==> src/rtl/load_store_unit_if.sv <==
// load_store_unit_if: request/response channel from the execute stage plus the
// data-memory port. The slave modport is the load/store unit itself (it is the
// target of execute-stage requests and drives the memory port). The master
// modport is its environment: the execute stage and the memory/IO block.
interface load_store_unit_if #(
    parameter int ADDR_WIDTH = 12
);
    logic                  req_valid;
    logic                  req_ready;
    logic                  req_write;
    logic [2:0]            req_funct3;
    logic [31:0]           req_address;
    logic [31:0]           req_wdata;
    logic                  resp_valid;
    logic [31:0]           resp_rdata;
    logic                  resp_error;
    logic [ADDR_WIDTH-1:0] mem_address;
    logic [3:0]            mem_byteena;
    logic [31:0]           mem_data;
    logic                  mem_wren;
    logic [31:0]           mem_q;

    modport slave (
        input  req_valid, req_write, req_funct3, req_address, req_wdata, mem_q,
        output req_ready, resp_valid, resp_rdata, resp_error,
               mem_address, mem_byteena, mem_data, mem_wren
    );

    modport master (
        output req_valid, req_write, req_funct3, req_address, req_wdata, mem_q,
        input  req_ready, resp_valid, resp_rdata, resp_error,
               mem_address, mem_byteena, mem_data, mem_wren
    );
endinterface

==> src/rtl/load_store_unit.sv <==
// load_store_unit: initiator side of the data-memory port. Takes one RV32I
// load/store at a time, drives word address / byte enables / write data,
// absorbs RAM or IO read latency and returns aligned, extended load data.
// Optional feature macro: LSU_MISALIGNED_SPLIT_EN -- when defined, misaligned
// accesses are serviced (word-crossing ones as two passes, low word first)
// instead of being answered with resp_error.
module load_store_unit #(
    parameter int ADDR_WIDTH  = 12,
    parameter int IO_READ_BIT = 10,
    parameter int RAM_LATENCY = 1,
    parameter int IO_LATENCY  = 2
) (
    input  logic             clock,
    input  logic             reset,
    load_store_unit_if.slave bus
);
    typedef enum logic [1:0] {IDLE, ACCESS, WAIT, RESP} state_t;

    state_t                state;
    state_t                next_state;

    logic                  is_write;
    logic [2:0]            funct3;
    logic [1:0]            offset;
    logic [ADDR_WIDTH-1:0] word_address;
    logic [31:0]           wdata;
    logic                  error;
    logic                  pass;
    logic [7:0]            wait_count;
    logic [63:0]           read_word;

    logic                  accept;
    logic                  req_legal;
    logic                  req_misaligned;
    logic                  req_error;
    logic [7:0]            base_mask;
    logic [7:0]            lane_mask;
    logic [63:0]           lane_data;
    logic                  second_pass_needed;
    logic [7:0]            access_latency;
    logic [31:0]           aligned;
    logic [31:0]           extended;

    wire unused_address_bits = &{1'b0, bus.req_address[31:ADDR_WIDTH+2]};

    assign accept = bus.req_valid && bus.req_ready;

    // Decode legality and alignment of the incoming request before accepting it
    always_comb begin
        req_legal = 1'b0;
        case (bus.req_funct3)
            3'b000, 3'b001, 3'b010: req_legal = 1'b1;
            3'b100, 3'b101:         req_legal = !bus.req_write;
            default:                req_legal = 1'b0;
        endcase
`ifdef LSU_MISALIGNED_SPLIT_EN
        req_misaligned = 1'b0;
`else
        req_misaligned = ((bus.req_funct3[1:0] == 2'b01) && bus.req_address[0]) ||
                         ((bus.req_funct3[1:0] == 2'b10) && (bus.req_address[1:0] != 2'b00));
`endif
        req_error = !req_legal || req_misaligned;
    end

    // Byte lanes over a two-word window; the upper nibble is the second pass
    always_comb begin
        case (funct3[1:0])
            2'b00:   base_mask = 8'b0000_0001;
            2'b01:   base_mask = 8'b0000_0011;
            default: base_mask = 8'b0000_1111;
        endcase
        lane_mask = base_mask << offset;
        lane_data = {32'b0, wdata} << {offset, 3'b000};
`ifdef LSU_MISALIGNED_SPLIT_EN
        second_pass_needed = |lane_mask[7:4];
`else
        second_pass_needed = 1'b0;
`endif
        access_latency = word_address[IO_READ_BIT] ? 8'(IO_LATENCY - 1) : 8'(RAM_LATENCY - 1);
    end

    // Align the captured word(s) to bit 0 and sign- or zero-extend by size
    always_comb begin
        aligned = 32'(read_word >> {offset, 3'b000});
        case (funct3)
            3'b000:  extended = {{24{aligned[7]}}, aligned[7:0]};
            3'b001:  extended = {{16{aligned[15]}}, aligned[15:0]};
            3'b100:  extended = {24'b0, aligned[7:0]};
            3'b101:  extended = {16'b0, aligned[15:0]};
            default: extended = aligned;
        endcase
    end

    // State register
    always_ff @(posedge clock) begin
        if (reset) state <= IDLE;
        else       state <= next_state;
    end

    // Next-state logic; a word-crossing access loops back to ACCESS once
    always_comb begin
        next_state = state;
        case (state)
            IDLE:   if (accept) next_state = req_error ? RESP : ACCESS;
            ACCESS: begin
                if (!is_write)                        next_state = WAIT;
                else if (second_pass_needed && !pass) next_state = ACCESS;
                else                                  next_state = RESP;
            end
            WAIT:   if (wait_count == 8'd0) next_state = (second_pass_needed && !pass) ? ACCESS : RESP;
            RESP:   next_state = IDLE;
            default: next_state = IDLE;
        endcase
    end

    // Request latch, pass/latency bookkeeping and read-data capture
    always_ff @(posedge clock) begin
        if (reset) begin
            is_write     <= 1'b0;
            funct3       <= 3'b000;
            offset       <= 2'b00;
            word_address <= '0;
            wdata        <= 32'b0;
            error        <= 1'b0;
            pass         <= 1'b0;
            wait_count   <= 8'd0;
            read_word    <= 64'b0;
        end else begin
            case (state)
                IDLE: if (accept) begin
                    is_write     <= bus.req_write;
                    funct3       <= bus.req_funct3;
                    offset       <= bus.req_address[1:0];
                    word_address <= bus.req_address[ADDR_WIDTH+1:2];
                    wdata        <= bus.req_wdata;
                    error        <= req_error;
                    pass         <= 1'b0;
                    read_word    <= 64'b0;
                end
                ACCESS: begin
                    wait_count <= access_latency;
                    if (is_write && second_pass_needed && !pass) begin
                        pass         <= 1'b1;
                        word_address <= word_address + {{(ADDR_WIDTH-1){1'b0}}, 1'b1};
                    end
                end
                WAIT: begin
                    if (wait_count != 8'd0) begin
                        wait_count <= wait_count - 8'd1;
                    end else begin
                        if (pass) read_word[63:32] <= bus.mem_q;
                        else      read_word[31:0]  <= bus.mem_q;
                        if (second_pass_needed && !pass) begin
                            pass         <= 1'b1;
                            word_address <= word_address + {{(ADDR_WIDTH-1){1'b0}}, 1'b1};
                        end
                    end
                end
                default: ;
            endcase
        end
    end

    // Port outputs decoded from the current state and latched request
    always_comb begin
        bus.req_ready   = (state == IDLE) && !reset;
        bus.resp_valid  = (state == RESP);
        bus.resp_error  = (state == RESP) && error;
        bus.resp_rdata  = ((state == RESP) && !error && !is_write) ? extended : 32'b0;
        bus.mem_address = word_address;
        bus.mem_byteena = 4'b0000;
        bus.mem_data    = 32'b0;
        bus.mem_wren    = 1'b0;
        if (state == ACCESS || state == WAIT)
            bus.mem_byteena = pass ? lane_mask[7:4] : lane_mask[3:0];
        if (state == ACCESS) begin
            bus.mem_data = pass ? lane_data[63:32] : lane_data[31:0];
            bus.mem_wren = is_write;
        end
    end
endmodule
==> src/flat_wrapper.sv <==
// flat-port wrapper written by rule: the top's interface ports become plain ports
module load_store_unit_flat 
#(
    parameter int ADDR_WIDTH  = 12,
    parameter int IO_READ_BIT = 10,
    parameter int RAM_LATENCY = 1,
    parameter int IO_LATENCY  = 2
)
  (clock, reset, bus_req_valid, bus_req_write, bus_req_funct3, bus_req_address, bus_req_wdata, bus_mem_q, bus_req_ready, bus_resp_valid, bus_resp_rdata, bus_resp_error, bus_mem_address, bus_mem_byteena, bus_mem_data, bus_mem_wren);
  load_store_unit_if #(.ADDR_WIDTH(ADDR_WIDTH)) bus_i ();
  input  logic clock;
  input  logic reset;
  input wire logic [$bits(bus_i.req_valid)-1:0] bus_req_valid;
  input wire logic [$bits(bus_i.req_write)-1:0] bus_req_write;
  input wire logic [$bits(bus_i.req_funct3)-1:0] bus_req_funct3;
  input wire logic [$bits(bus_i.req_address)-1:0] bus_req_address;
  input wire logic [$bits(bus_i.req_wdata)-1:0] bus_req_wdata;
  input wire logic [$bits(bus_i.mem_q)-1:0] bus_mem_q;
  output wire logic [$bits(bus_i.req_ready)-1:0] bus_req_ready;
  output wire logic [$bits(bus_i.resp_valid)-1:0] bus_resp_valid;
  output wire logic [$bits(bus_i.resp_rdata)-1:0] bus_resp_rdata;
  output wire logic [$bits(bus_i.resp_error)-1:0] bus_resp_error;
  output wire logic [$bits(bus_i.mem_address)-1:0] bus_mem_address;
  output wire logic [$bits(bus_i.mem_byteena)-1:0] bus_mem_byteena;
  output wire logic [$bits(bus_i.mem_data)-1:0] bus_mem_data;
  output wire logic [$bits(bus_i.mem_wren)-1:0] bus_mem_wren;
  assign bus_i.req_valid = bus_req_valid;
  assign bus_i.req_write = bus_req_write;
  assign bus_i.req_funct3 = bus_req_funct3;
  assign bus_i.req_address = bus_req_address;
  assign bus_i.req_wdata = bus_req_wdata;
  assign bus_i.mem_q = bus_mem_q;
  assign bus_req_ready = bus_i.req_ready;
  assign bus_resp_valid = bus_i.resp_valid;
  assign bus_resp_rdata = bus_i.resp_rdata;
  assign bus_resp_error = bus_i.resp_error;
  assign bus_mem_address = bus_i.mem_address;
  assign bus_mem_byteena = bus_i.mem_byteena;
  assign bus_mem_data = bus_i.mem_data;
  assign bus_mem_wren = bus_i.mem_wren;
  load_store_unit #(.ADDR_WIDTH(ADDR_WIDTH), .IO_READ_BIT(IO_READ_BIT), .RAM_LATENCY(RAM_LATENCY), .IO_LATENCY(IO_LATENCY)) u_core (.clock(clock), .reset(reset), .bus(bus_i));
endmodule
==> config.mk <==
export PLATFORM = sky130hd
export DESIGN_NAME = load_store_unit_flat
export DESIGN_NICKNAME = d
export VERILOG_FILES = /design/src/rtl/load_store_unit_if.sv /design/src/rtl/load_store_unit.sv /design/src/flat_wrapper.sv
export SDC_FILE = /design/constraint.sdc
export NUM_CORES = 1
export LEC_CHECK = 0
export BUFFER_PORTS_ARGS = -buffer_cell sky130_fd_sc_hd__buf_2
export CAP_MARGIN = 0
export CORE_ASPECT_RATIO = 1.4
export CORE_MARGIN = 2
export CORE_UTILIZATION = 40
export DETAILED_ROUTE_END_ITERATION = 10
export PLACE_DENSITY = 0.76
export SLEW_MARGIN = 25
export SYNTH_ARGS = -nofsm -noshare
export SYNTH_HDL_FRONTEND = slang
export SYNTH_SLANG_ARGS = --single-unit
==> constraint.sdc <==
create_clock -name clock -period 2.1 [get_ports clock]
set_input_delay 0.21 -clock clock [delete_from_list [all_inputs] [get_ports clock]]
set_output_delay 0.21 -clock clock [all_outputs]
set_load 0.05 [all_outputs]
==> results of run 1 <==
-- cell type report --
cell class                      count  area share [%]
Clock inverter                      5            1.08
Tap cell                          150            2.50
Sequential cell                    93            24.9
Timing Repair Buffer              219            24.4
Inverter                            7           0.349
Clock buffer                       10            3.33
Multi-Input combinational cell    435            43.5
-- sequential cells by signal (all words and copies together), names as in the netlist --
name	count
u_core.offset	2
u_core.wdata	32
u_core.bus.mem_address	12
u_core.funct3	3
u_core.read_word	32
u_core.state	2
u_core.error	1
u_core.is_write	1
u_core.wait_count	8
-- cell usage after synthesis, drive strengths merged (9+ instances only) --
cell	number
nand2b	54
nor2	23
mux2	9
clkbuf	24
a211oi	15
o21ai	68
a21oi	14
dfxtp	93
mux2i	33
and2	20
nor2b	10
a22o	32
nand2	82
buf	24
a21o	9
-- placed cells by master (no fill, tap or decap), drive strengths merged, types with 3 or more instances in the layout --
master,n
or3b,3
o22ai,5
a21o,9
clkbuf,19
a2bb2oi,3
buf,208
o21ai,68
a311oi,3
a21oi,14
a22o,32
nand2,82
inv,8
o211a,8
ha,7
nor2b,10
mux2,9
and2,20
a211oi,15
nor3b,3
or4,3
or3,6
mux2i,33
nor2,23
o31ai,3
nand2b,54
dfxtp,93
o21a,3
-- cell families after synthesis --
| family | after synthesis | synth area share (%) |
|---|---|---|
| buffers and inverters | 55 | 4.97 |
| muxes | 43 | 9.10 |
| DFF | 93 | 37.3 |
| adders and majority gates | 7 | 1.76 |
| xor gates and xnor gates | 1 | 0.176 |
| and+or+nand+nor | 211 | 22.4 |
| AOI/OAI and AO/OA | 173 | 24.3 |
-- worst max-delay path: stages, from the launching register on --
cell     delay, ns
dfxtp_2       0.36
ha_4          0.13
or3b_4        0.40
or3_4         0.37
a211o_4       0.40
o21ai_4       0.11
buf_6         0.18
-- per-stage QoR --
step	cell area [µm²]	std cells	worst slack (ns)	TNS [ns]
2_1_floorplan	5200	583	-0.290	-4.52
4_1_cts	7170	911	-0.427	-5.97
5_1_grt	7520	919	-0.441	-9.37
3_3_place_gp	6350	889	-0.102	-1.10
6_report	7520	919	-0.396	-7.36
3_5_place_dp	6350	889	-0.127	-1.41
-- power groups by stage --
stage / sequential [mW] / combinational (mW) / clock, mW
floorplan: 2.52 / 2.35 / 0
global placement: 2.45 / 3.31 / 0
detailed placement: 2.46 / 3.36 / 0
CTS: 2.43 / 3.60 / 1.86
global route: 2.49 / 4.18 / 1.94
finish: 2.45 / 3.88 / 1.83
-- routing by layer --
| layer | up-vias | global-route usage [%] | wire (µm) |
|---|---|---|---|
| met5 | - | 0 | 0 |
| met4 | 0 | 7.76 | 256 |
| met3 | 17 | 3.75 | 728 |
| met2 | 144 | 41.0 | 8480 |
| met1 | 2256 | 24.8 | 6140 |
| li1 | 2412 | - | - |
-- repair_timing --
| item | 4_1_cts | 5_1_grt |
|---|---|---|
| setup endpoints to repair | 61 | 96 |
| buffers inserted | 4 | 5 |
| pin swaps | 2 | 15 |
| gates resized for setup | 110 | 82 |
| gates cloned | 3 | 3 |
-- path summary, 6_finish.rpt --
path                                               start                                     end  slack (ns)  depth (start not counted)
setup / recovery            u_core.state[1]$_SDFFE_PP0P_                      bus_resp_rdata[18]       -0.40                          6
hold reg to reg   u_core.bus.mem_address[0]$_SDFFE_PP0P_  u_core.bus.mem_address[0]$_SDFFE_PP0P_        0.47                          2
hold / removal                        bus_req_address[4]  u_core.bus.mem_address[2]$_SDFFE_PP0P_        0.07                          3
setup reg to reg            u_core.state[1]$_SDFFE_PP0P_       u_core.read_word[22]$_SDFFE_PP0P_        0.18                          8
==> impl_results.md, run 1 <==
* PwrDens at 1090 nW/µm²
* Die width at between 90 and 100 µm
* DP Wirelength at about 10000 µm
* Worst Path Max Fanout at 8
* Final hold slack at ~0.068 ns
* Yosys reg bits at 93
* Slew HR at between 70% and 80%
* CTS tree: built
* Gpl congestion at around 0.85
* Routed Antenna Nets at 0
* Sequential Power Share at 30.0%
* DR pass1 iterations at 4
* Final Power at 8.16 mW
* Pint at just under 5 mW
* Mean Syn Cell Area at between 8 and 9 µm²
* Ranking of synthesized cells by area: dfxtp_1 37%, nand2b_1 6.8%, mux2i_1 6.6%
* Drt initial violations at between 150 and 200
* Sequential area share after synthesis at around 37%
* Via/cell ratio at 5.25
* Asr flop ratio synth at 0%
* Clk pwr share at between 20% and 30%
* Worst setup path category: flop to primary output
* RSZ-0062 raised after global routing: true
* Area of the multi-input gates at 3270 µm²
* Via count at about 4.8k
* Largest net degree at the start of global routing at 47
* Status: complete, but fails checks
* Clock transition at the registers of the reported paths at 0.07 ns
* Yosys top cell area share at 37.3%
* Routed WL at about 16000 µm
* Clk Tree Root Cell: clkbuf_16
* Final hold vios at 0
* Max-slew violations at 0
* Leakage at around 3.2 nW
* Vias in the first global route at 4713
* Htree depth at 3
* Die area at about 13000 µm²
* Post-Synthesis Cells at ~580
* Share of cells above drive strength 1 at about two fifths
* Syn-to-layout area delta at 50.7%
* Final net count at approximately 880
* Global-route wire length before repair at 23700 µm
* Sw Pwr at about 3.3 mW
* Clock sink count at 93
* CTS max path bufs at 2
* Wire per inst at approximately 17 µm
* Critical Path Source Type: flop
* Setup crit end kind: primary output
* Largest area contributor in the netlist: dfxtp_1
* Synth warnings at 0
* Post-synth EDFFs at 0
* VDD IR max at a little under 0.6 mV
* Fmax achieved at around 0.4 GHz
* Final core occ at between 60 and 70%
* Worst Path Arrival at approximately 2.3 ns
* Remaining DRCs at 0
* Setup ws final at -0.396 ns
* Fin crit period at 2.50 ns
* Initial antenna violation count at 0
* Initial Util at around two fifths
* Grt ovf at 0
* Synth Flop Type: dfxtp_1
* Ports at 187
* Synth Cell Area at roughly 5000 µm²
* All-Layer GR Usage at a little over a fifth
* Worst Hold Class: input pin to flop
* Max-cap check violation count at 0
* FP Rows at 48
* Synth unique cells at 52
* CTS Buf Count at 9
* Skew final at between 0.008 and 0.009 ns
* Skew-Pair Late Insertion Delay at around 0.34 ns
* CTS Hold Bufs at 0
* Fillers at ~1k
* Switch share at 40.6%
* Post-route clock period utilization at 119%
* Critical Path RT at approximately 1.9 ns
* Antenna cells at 0
* Failing checks: setup timing
* Least-Margin Pin Slew at around 0.43 ns
* Seq. cell area at between 1500 and 2000 µm²
* Gate power share at a little under half
* Syn nets at between 600 and 700
* Die Y at about 140 µm
* Port bufs at ~170
* Final setup viols at 33
* Core area at between 10000 and 15000 µm²
No activity file was read; power rests on OpenSTA's default activity.
==> run 2: changes to the inputs <==
GPL_TIMING_DRIVEN = 0   (was unset)
==> impl_results.md, run 2 (same netlist as run 1, synthesis figures left out) <==
* Htree depth at 3
* Max-slew violations at 0
* Slew HR at about two thirds
* Most frequent cells in the layout: 105 x buf_2, 88 x dfxtp_1, 82 x nand2_1, 55 x buf_6, 55 x o21ai_1
* Leakage at about 3.3 nW
* Least-Margin Pin Slew at between 0.5 and 0.6 ns
* Post-route clock period utilization at 121%
* Fmax achieved at around 0.40 GHz
* Final hold vios at 0
* Initial antenna violation count at 0
* Crit-path cells: ha_4 > or3b_4 > or3_4 > a211o_4 > o21ai_4 > buf_6
* Final Power at between 8 and 9 mW
* Switch share at between 40% and 50%
* RSZ-0062 raised after global routing: true
* Critical Path RT at 1.89 ns
* Via/cell ratio at between 5 and 6
* Setup ws final at -0.431 ns
* Largest net degree at the start of global routing at 15
* Most common library cell in the layout ignoring fill and taps: buf_2
* Dpl cells at between 900 and 1k
* Share of cells above drive strength 1 at 41.8%
* CTS Buf Count at 9
* CTS max path bufs at 2
* Initial Util at about two fifths
* Port bufs at 168
* Core area at 12300 µm²
* Drt initial violations at roughly 230
* Wire per inst at ~19 µm
* CTS Hold Bufs at 0
* Slowest cell on crit path: or3_4
* Post-Layout Cell Count at ~940
* Delay-heaviest family, CP: simple AND/OR/NAND/NOR gates
* Critical Path Source Type: flop
* DP Wirelength at roughly 12000 µm
* GRT met3 Usage at about 3.4%
* Worst Path Arrival at 2.32 ns
* Skew-Pair Late Insertion Delay at around 0.35 ns
* Worst Hold Class: input pin to flop
* Gate power share at around half
* All-Layer GR Usage at between 20% and 30%
* Slowest stage delay, CP at ~0.43 ns
* Fin crit period at between 2 and 3 ns
* FP Rows at 48
* Syn-to-layout area delta at 55.5%
* Die area at roughly 13000 µm²
* Clk pwr share at about a fifth
* Met1 Use GR at around 29%
* Status: complete, but fails checks
* Via count at about 5.1k
* Setup crit end kind: primary output
* Remaining DRCs at 0
* Clock sink count at 93
* Worst setup path category: flop to primary output
* Final net count at 894
* Final setup viols at 40
* Ports at 187
* Clk Tree Root Cell: clkbuf_16
* Max-cap check violation count at 0
* Vias in the first global route at slightly above 5k
* Busiest grt layer: met2
* Clock transition at the registers of the reported paths at about 0.07 ns
* Antenna cells at 0
* Gpl congestion at 0.920
* Fillers at 979
* Global Route met2 Usage at between 40% and 50%
* Routed Antenna Nets at 0
* Grt ovf at 0
* Worst Path Max Fanout at 8
* Die Y at between 100 and 150 µm
* Die width at ~98 µm
* CTS tree: built
* Pint at 4.80 mW
* Sequential Power Share at a little under a third
* Failing checks: setup timing
* Skew final at between 0.005 and 0.006 ns
* Sw Pwr at 3.51 mW
* VDD IR max at between 0.5 and 0.6 mV
* Routed WL at roughly 18000 µm
* DR pass1 iterations at 5
* PwrDens at ~1100 nW/µm²
* Global-route wire length before repair at around 26000 µm
* Crit path buffers/inverters at 1
## run 2: cell count changes in the layout (fill, tap and decap cells not counted), sizes merged
| cell | delta |
|---|---|
| bufbuf | -2 |
| buf | +5 |
| clkinvlp | +1 |
| bufinv | -1 |
| clkbuf | +16 |
| inv | -1 |
## run 2: final cells by class
| class | count | area (µm²) | area share (%) |
|---|---|---|---|
| plain buffers | 41 | 345 | 4.45 |
| clock buffers | 10 | 239 | 3.08 |
| clock inverters | 4 | 50.0 | 0.645 |
| inverters | 7 | 26.3 | 0.339 |
| multi-input cells | 435 | 3380 | 43.6 |
| flip-flops and latches | 93 | 1880 | 24.2 |
| well taps | 150 | 188 | 2.42 |
| repair buffers | 197 | 1650 | 21.3 |
## run 2: through the flow
stage | hold WS (ns) | util (%) | TNS (ns) | worst slack, ns | area [µm²]
floorplan | 0.325 | - | -4.52 | -0.290 | 5200
global placement | 0.412 | 50.9 | -8.84 | -0.370 | 6230
detailed placement | 0.414 | 50.9 | -9.48 | -0.386 | 6230
CTS | 0.0531 | 59.4 | -10.51 | -0.496 | 7280
global route | 0.0606 | 63.3 | -10.94 | -0.470 | 7760
finish | 0.0606 | 63.3 | -8.86 | -0.431 | 7760
## run 2: worst paths after layout
check / cells past startpoint / slack (ns) / to / start
worst max-delay path: 6 / -0.43 / bus_resp_rdata[20] / u_core.state[1]$_SDFFE_PP0P_
worst min-delay path: 3 / 0.06 / u_core.wdata[18]$_SDFFE_PP0P_ / bus_req_wdata[18]
worst max register to register: 8 / 0.11 / u_core.read_word[21]$_SDFFE_PP0P_ / u_core.state[0]$_SDFFE_PP0P_
worst min register to register: 2 / 0.46 / u_core.bus.mem_address[1]$_SDFFE_PP0P_ / u_core.bus.mem_address[1]$_SDFFE_PP0P_
## run 2: per-layer routing
| metal | vias to the layer above | wire length (µm) |
|---|---|---|
| met3 | 53 | 938 |
| met4 | 0 | 654 |
| li1 | 2444 | - |
| met2 | 216 | 8970 |
| met1 | 2415 | 7080 |
| met5 | - | 0 |
## run 2: timing repair
| item | 4_1_cts | 5_1_grt |
|---|---|---|
| pin swaps | 9 | 18 |
| cloned | 1 | 3 |
| resized for setup | 190 | 114 |
| endpoints found under the setup margin | 105 | 142 |
| buffers inserted | 11 | 14 |
## run 2: power by group through the flow
stage	combinational (mW)	sequential, mW	clock, mW
3_5_place_dp	3.23	2.47	0
3_3_place_gp	3.19	2.46	0
6_report	4.16	2.49	1.65
2_1_floorplan	2.35	2.52	0
5_1_grt	4.44	2.53	1.73
4_1_cts	3.66	2.45	1.66
## run 2: worst register-to-register path: cells and delay by family, from the launching register on
kind | cells | cell delay [ns]
adders and majority gates | 1 | 0.21
DFF | 1 | 0.35
AOI/OAI and AO/OA | 3 | 0.59
buffers and inverters | 4 | 0.78
==> run 3: changes to the inputs <==
SETUP_SLACK_MARGIN = 0.15   (was unset)
==> impl_results.md, run 3 (same netlist as run 1, synthesis figures left out) <==
* Status: complete, but fails checks
* Failing checks: setup timing
* Slowest cell on crit path: a211o_4
* Crit-path cells: ha_4 > or3b_4 > buf_6 > or3_4 > a211o_4 > o21ai_4 > buf_6
* Least-Margin Pin Slew at between 0.5 and 0.6 ns
* Fillers at ~900
* Most frequent cells in the layout: 102 x buf_2, 89 x dfxtp_1, 82 x nand2_1, 58 x o21ai_1
* Ports at 187
* All-Layer GR Usage at between 20% and 30%
* Critical Path Sink: bus_resp_rdata[17]
* Grt ovf at 0
* Routed Antenna Nets at 0
* Wire per inst at between 20 and 25 µm
* Worst r2r path cells at 8
* Clk pwr share at roughly 18%
* Remaining DRCs at 0
* Sequential Power Share at roughly 28%
* Reg-to-Reg End: u_core.wait_count[5]$_SDFFE_PP0P_
* Drt initial violations at 246
* Initial antenna violation count at 1
* Worst Path Max Fanout at 8
* CTS max path bufs at 2
* RSZ-0062 raised after global routing: true
* VDD IR max at between 0.5 and 0.6 mV
* Fmax achieved at 0.385 GHz
* Final Power at 8.94 mW
* Skew-Pair Late Insertion Delay at 0.34 ns
* Sw Pwr at roughly 3.8 mW
* Critical Path RT at 1.89 ns
* Final net count at between 900 and 1k
* DP Wirelength at approximately 12000 µm
* Max-cap check violation count at 0
* Worst Setup SP: u_core.state[1]$_SDFFE_PP0P_
* R2R setup slack at around 0.21 ns
* Pint at 5.15 mW
* Initial Util at between 40% and 50%
* DR pass1 iterations at 5
* Critical Path Source Type: flop
* Critical R2R Launch: u_core.state[1]$_SDFFE_PP0P_
* Die width at 98.4 µm
* Setup ws final at -0.497 ns
* Clock transition at the registers of the reported paths at about 0.070 ns
* Pre-CTS setup slack at -0.444 ns
* CTS Buf Count at 9
* Worst setup path category: flop to primary output
* PwrDens at ~1100 nW/µm²
* Fin crit period at approximately 2.6 ns
* Htree depth at 3
* FP Rows at 48
* CP most frequent cell: buf_6
* Port bufs at approximately 170
* Via/cell ratio at between 5 and 6
* Slowest stage delay, CP at roughly 0.40 ns
* Slew HR at about three fifths
* Most common library cell in the layout ignoring fill and taps: buf_2
* Share of cells above drive strength 1 at a little under half
* Worst Hold Class: input pin to flop
* Die Y at ~140 µm
* Final setup viols at between 40 and 50
* Gpl congestion at 0.857
* CTS Hold Bufs at 0
* Final hold vios at 0
* Hold Path Origin: bus_req_address[4]
* Setup crit end kind: primary output
* Final hold slack at 0.0625 ns
* Gate power share at between 50% and 60%
* Clock sink count at a little over 90
* Global-route wire length before repair at about 28000 µm
* Post-route clock period utilization at 124%
* Antenna cells at 0
* Routed WL at roughly 19000 µm
* CTS tree: built
* Leakage at between 3 and 4 nW
* Die area at roughly 13000 µm²
* Largest net degree at the start of global routing at 17
* Switch share at about 42%
* Max-slew violations at 0
* Worst Path Arrival at 2.39 ns
* Skew final at 0.00373 ns
* Core area at about 12000 µm²
* Vias in the first global route at roughly 5.2k
* Clk Tree Root Cell: clkbuf_16
* Syn-to-layout area delta at 69.0%
* Via count at 5403
run 3: cell count changes in the layout (fill, tap and decap cells not counted), moves of 4 or more:
cell     before  now
and2_4        5   16
nor2_1       20   11
buf_12       11   15
nor2_4        2    7
a21oi_4       5    9
mux2i_1      23   18
nor2_2        0    4
and2_1       15    4
buf_8        12   36
mux2i_4       5    9
run 3: area by class of cell:
class	instances	area [µm²]	share of cell area, %
well taps	150	188	2.23
clock buffers	10	239	2.83
plain buffers	47	474	5.62
repair buffers	214	2020	23.9
flip-flops and latches	93	1870	22.2
multi-input cells	435	3570	42.3
inverters	7	28.8	0.341
clock inverters	6	46.3	0.549
run 3: worst min-delay path by stage:
stage	slack, ns	cells after the start	end
2_1_floorplan	0.32	2	u_core.bus.mem_address[0]$_SDFFE_PP0P_
3_3_place_gp	0.41	3	u_core.bus.mem_address[2]$_SDFFE_PP0P_
3_5_place_dp	0.41	3	u_core.wdata[0]$_SDFFE_PP0P_
4_1_cts	0.05	3	u_core.bus.mem_address[2]$_SDFFE_PP0P_
5_1_grt	0.07	3	u_core.bus.mem_address[9]$_SDFFE_PP0P_
6_report	0.06	3	u_core.bus.mem_address[2]$_SDFFE_PP0P_
run 3: repair_timing:
action,CTS,global route
setup buffers,21,19
gates resized for setup,317,63
pin swaps,37,32
endpoints found under the setup margin,152,153
hold endpoints to repair,0,0
cloned,6,0
run 3: critical path, delay by kind of cell, from the launching register on:
kind / cells / cell delay (ns)
buffers and inverters: 2 / 0.30
adders and majority gates: 1 / 0.13
AOI/OAI and AO/OA: 2 / 0.51
DFF: 1 / 0.36
and+or+nand+nor: 2 / 0.73
run 3: metal layers:
| metal | track usage [%] | up-vias | routed length (µm) |
|---|---|---|---|
| met5 | 0 | - | 0 |
| met4 | 13.2 | 0 | 886 |
| met3 | 4.52 | 72 | 1170 |
| met2 | 48.3 | 268 | 10100 |
| met1 | 29.5 | 2569 | 7160 |
| li1 | - | 2494 | - |
run 3: per-stage QoR:
stage	instance area, µm²	instances	TNS (ns)	utilization [%]
CTS	8030	943	-11.73	65.6
floorplan	5300	583	-3.21	-
global placement	6330	901	-11.81	51.6
global route	8430	962	-15.48	68.8
finish	8430	962	-13.09	68.8
detailed placement	6330	901	-13.75	51.6
run 3: power by group through the flow:
stage | clock network, mW | registers [mW] | logic [mW]
after floorplan | 0 | 2.52 | 2.39
after global placement | 0 | 2.47 | 3.27
after detailed placement | 0 | 2.48 | 3.30
after CTS | 1.61 | 2.47 | 4.35
after global routing | 1.67 | 2.54 | 5.12
final | 1.58 | 2.51 | 4.85
